`config.mk`:
```
export PLATFORM = sky130hd
export DESIGN_NAME = snitch_regfile_wb_arbiter
export DESIGN_NICKNAME = d
export VERILOG_FILES = /design/src/rtl/snitch_regfile_wb_arbiter.sv
export SDC_FILE = /design/constraint.sdc
export NUM_CORES = 1
export LEC_CHECK = 0
export BUFFER_PORTS_ARGS = -buffer_cell sky130_fd_sc_hd__buf_2
export CORE_MARGIN = 2
export CORE_UTILIZATION = 45
export DETAILED_ROUTE_END_ITERATION = 10
export HOLD_SLACK_MARGIN = 0.05
export PLACE_DENSITY_LB_ADDON = 0.12
export SKIP_CTS_REPAIR_TIMING = 1
export SLEW_MARGIN = 10
export SYNTH_ARGS = -nofsm -noshare
export SYNTH_HDL_FRONTEND = slang
export SYNTH_SLANG_ARGS = --single-unit
export TNS_END_PERCENT = 50
```
`constraint.sdc`:
```
create_clock -name clk_i -period 6 [get_ports clk_i]
set_input_delay 0.3 -clock clk_i [delete_from_list [all_inputs] [get_ports clk_i]]
set_output_delay 0.3 -clock clk_i [all_outputs]
set_load 0.01 [all_outputs]
```
`src/rtl/snitch_regfile_wb_arbiter.sv`:
```
// Round-robin writeback arbiter for the Snitch integer register file.
// One registered write port; producers handshake via valid/ready.
module snitch_regfile_wb_arbiter #(
    parameter int unsigned DATA_WIDTH    = 32,
    parameter int unsigned ADDR_WIDTH    = 5,
    parameter int unsigned NR_SRC        = 3,
    parameter bit          ZERO_REG_ZERO = 1'b1
) (
    input  logic                                 clk_i,
    input  logic                                 rst_ni,
    input  logic [NR_SRC-1:0]                    src_valid_i,
    input  logic [NR_SRC-1:0][ADDR_WIDTH-1:0]    src_addr_i,
    input  logic [NR_SRC-1:0][DATA_WIDTH-1:0]    src_data_i,
    output logic [NR_SRC-1:0]                    src_ready_o,
    output logic                                 we_o,
    output logic [ADDR_WIDTH-1:0]                waddr_o,
    output logic [DATA_WIDTH-1:0]                wdata_o,
    output logic                                 busy_o
);

    localparam int unsigned PW = $clog2(NR_SRC);

    logic [PW-1:0]         ptr_q, ptr_d;
    logic [PW-1:0]         gnt_idx;
    logic [PW-1:0]         idx;
    logic                  found;
    logic                  we_q;
    logic [ADDR_WIDTH-1:0] waddr_q;
    logic [DATA_WIDTH-1:0] wdata_q;
    logic                  zero_hit;

    // Scan starting at the pointer; the first valid source wins.
    always_comb begin
        src_ready_o = '0;
        gnt_idx     = '0;
        idx         = '0;
        found       = 1'b0;
        for (int unsigned i = 0; i < NR_SRC; i++) begin
            idx = PW'((32'(ptr_q) + i) % NR_SRC);
            if (!found && src_valid_i[idx]) begin
                found   = 1'b1;
                gnt_idx = idx;
            end
        end
        if (found) begin
            src_ready_o[gnt_idx] = 1'b1;
        end
    end

    always_comb begin
        if (gnt_idx == PW'(NR_SRC - 1)) begin
            ptr_d = '0;
        end else begin
            ptr_d = gnt_idx + PW'(1);
        end
    end

    assign zero_hit = ZERO_REG_ZERO && (src_addr_i[gnt_idx] == '0);

    always_ff @(posedge clk_i or negedge rst_ni) begin
        if (!rst_ni) begin
            ptr_q   <= '0;
            we_q    <= 1'b0;
            waddr_q <= '0;
            wdata_q <= '0;
        end else begin
            we_q <= found && !zero_hit;
            if (found) begin
                ptr_q   <= ptr_d;
                waddr_q <= src_addr_i[gnt_idx];
                wdata_q <= src_data_i[gnt_idx];
            end
        end
    end

    assign we_o    = we_q;
    assign waddr_o = waddr_q;
    assign wdata_o = wdata_q;
    assign busy_o  = (|src_valid_i) | we_q;

endmodule

```
==> impl_metrics.yaml <==
finish:
  layout.cells.non_filler: 516
  area_growth_pct: 33.56
  final_nets: 563
  final_layout_size_suffix_gt1_frac: 0.3986
  fill_cells: 524
  diodes: 0
  final_util: 0.6223
  multi_input_area_um2: 1391
  regArea_um2: 1001
placement:
  io_buffers: 157
  dp_cells: 508
  place_hpwl_um: 5227
  globalplace.congestion: 0.8606
sta:
  fin_crit_ns: 3.279
  slew_violations: 0
  fmax_mhz: 304.9
  setup_viol: 0
  relSlewSlack: 0.3365
  finalClockSkew_ns: 0.004470
  period_share: 0.5466
  tns_ns: 0
  worstMarginPinSlew_ns: 0.9953
  rsz0062_at_grt: "no"
  hold_viol_final: 0
yosys:
  synth_common_cells: "nand2_1, dfrtp_1, nor2_1, a21o_1, a311oi_1"
  synth-seq-cells: 40
  syn_avg_cell_area_um2: 8.472
  synthTopCellsByArea: "dfrtp_1, a311oi_1, nand2_1"
  synth_top_cell_by_area: "dfrtp_1"
  synth_edf_count: 0
  yosys_warnings: 0
  synth_ff_type: "dfrtp_1"
  mappedNetlistNets: 421
  netlist_instances: 301
  synthArstFlopShare: 1.000
  yosysSeqAreaShare: 0.3925
  synth_top_area_share: 0.3925
  yosysMostFrequentCell: "nand2_1"
  syn-cell-area_um2: 2550
  yosysUniqueCellTypes: 38
clock_tree:
  clock-sinks: 40
  cts.clk_slew.worst_paths_ns: 0.08
  clockBufferDepth: 2
  numCtsBuffers: 5
  clk_latency_ns: 0.28
  cts_tree: "done"
  htreeDepth: 2
  cts-root-buf: "clkbuf_8"
critical_path:
  r2r_start: "ptr_q[0]"
  cp_max_fo: 36
  worstSetupStartpointType: "register"
  cp_data_required_time_ns: 5.70
  path_class: "register to output port"
  r2r_cells: 8
  critPathMostFrequentCell: "inv_1"
  cpPeakStageDelay_ns: 0.78
  r2r_setup_slack_ns: 2.80
  path_delay_family: "compound AO/OA/AOI/OAI gates"
  path_cells: "inv_1, ha_1, nand2b_4, a32o_1, a32oi_4, inv_1, nor3_1, buf_2"
  crit_buf_inv: 3
  worst_setup_path_end_kind: "output port"
  arrival_ns: 2.98
  rr_endpoint: "we_o"
  slowest_stage: "a32oi_4"
grt:
  grt_max_degree: 56
  grt.total_usage: 0.2215
  gr-total-overflow: 0
  grt_pass1_wl_um: 11120
  antenna_found_initial: 0
  grt_pass1_vias: 2464
detailed_routing:
  ant_nets: 0
  vias: 2668
  post_drt_wl_per_cell_um: 13.52
  drtIter0Drc: 140
  wirelength_um: 6977
  firstDrtPassIters: 4
  drc: 0
  viasPerCell: 5.171
pwr:
  power_uw: 2226
  power_density_nw_per_um2: 653.6
  peakVddDrop_mv: 0.2707
  p_leak_uw: 0.001887
floorplan:
  die-height_um: 79.28
  die_w_um: 79.28
  row_count: 27
  die_area_um2: 6285
  core_area_um2: 5473
  num_io_pins: 158
  initial_utilization: 0.4659
run_status:
  status: "complete, no violations"
job:
  cap_violations: 0
min_path:
  hold_class: "primary input to async pin"
-- worst register-to-register path, cell delays in order, from the launching register on --
cell	delay, ns
dfrtp_1	0.40
inv_1	0.08
ha_1	0.31
nand2b_4	0.20
a32o_1	0.28
a32oi_4	0.78
buf_4	0.50
a311oi_1	0.18
or3_1	0.36
-- logic make-up after synthesis --
logic type      after synthesis  synth area share
compound gates               92            0.2880
buf+inv                      32           0.06919
flops                        40            0.3925
fa+ha+maj                     4           0.01963
simple gates                130            0.2154
mux                           3           0.01521
-- registers in the layout, indices dropped and copies added (netlist names) --
| signal | flops |
|---|---|
| ptr_q | 2 |
| waddr_o | 5 |
| wdata_o | 32 |
| we_o | 1 |
-- power by group --
| group | leakage [µW] | total, µW | internal (µW) | switching, µW |
|---|---|---|---|---|
| Clock | 0.0000424 | 172 | 83.0 | 88.7 |
| Combinational | 0.00137 | 1550 | 660 | 890 |
| Sequential | 0.000475 | 504 | 432 | 72.1 |
| Total | 0.00189 | 2230 | 1170 | 1050 |
-- stage by stage --
step / cell area [µm²] / setup WS (ns) / hold WS, ns
after CTS: 3406 / 2.729 / 0.1673
final: 3406 / 2.721 / 0.1263
after global routing: 3406 / 2.486 / 0.1983
after global placement: 3321 / 2.886 / 0.4547
after detailed placement: 3321 / 2.815 / 0.4602
after floorplan: 2550 / 3.725 / 0.004409
-- layout make-up --
type                       count  share of cell area
multi-input combinational    229              0.4085
sequential                    40              0.2939
timing repair buffer         161              0.2395
tap                           72             0.02645
clock buffer                   7             0.02241
inverter                       6            0.006613
clock inverter                 1            0.002572
-- worst max-delay path by stage --
stage                         from        endpoint  slack, ns  depth (start not counted)
after floorplan           ptr_q[0]  src_ready_o[0]       3.72                          9
after global placement    ptr_q[0]            we_o       2.89                          8
after detailed placement  ptr_q[0]            we_o       2.82                          8
after CTS                 ptr_q[0]  src_ready_o[0]       2.73                          8
after global routing      ptr_q[0]  src_ready_o[0]       2.49                          8
final                     ptr_q[0]  src_ready_o[0]       2.72                          8
-- placed cells by master (no fill, tap or decap), types with 2 or more instances in the layout --
cell      Yosys  final
nor3_1        5      5
a21oi_1       4      4
buf_4         7      4
inv_1         6      6
and3_1        2      2
a22oi_1       2      2
o21a_1        2      2
a311oi_1     35     35
buf_2        12    157
clkbuf_1      5      2
a21o_1       35     35
o21bai_1      2      2
nor2b_1       3      3
clkbuf_8      0      5
nor2_1       39     38
dfrtp_1      40     40
ha_1          4      4
nand2_1      73     73
o21ai_1       4      4
-- layer usage --
layer,global-route usage,vias to the layer above,wire length [µm]
met4,0.06034,0,106
met3,0.05455,10,409
met5,0,-,0
li1,-,1351,-
met2,0.3932,93,3366
met1,0.2665,1214,3094
(Power assumes the default switching activity.)
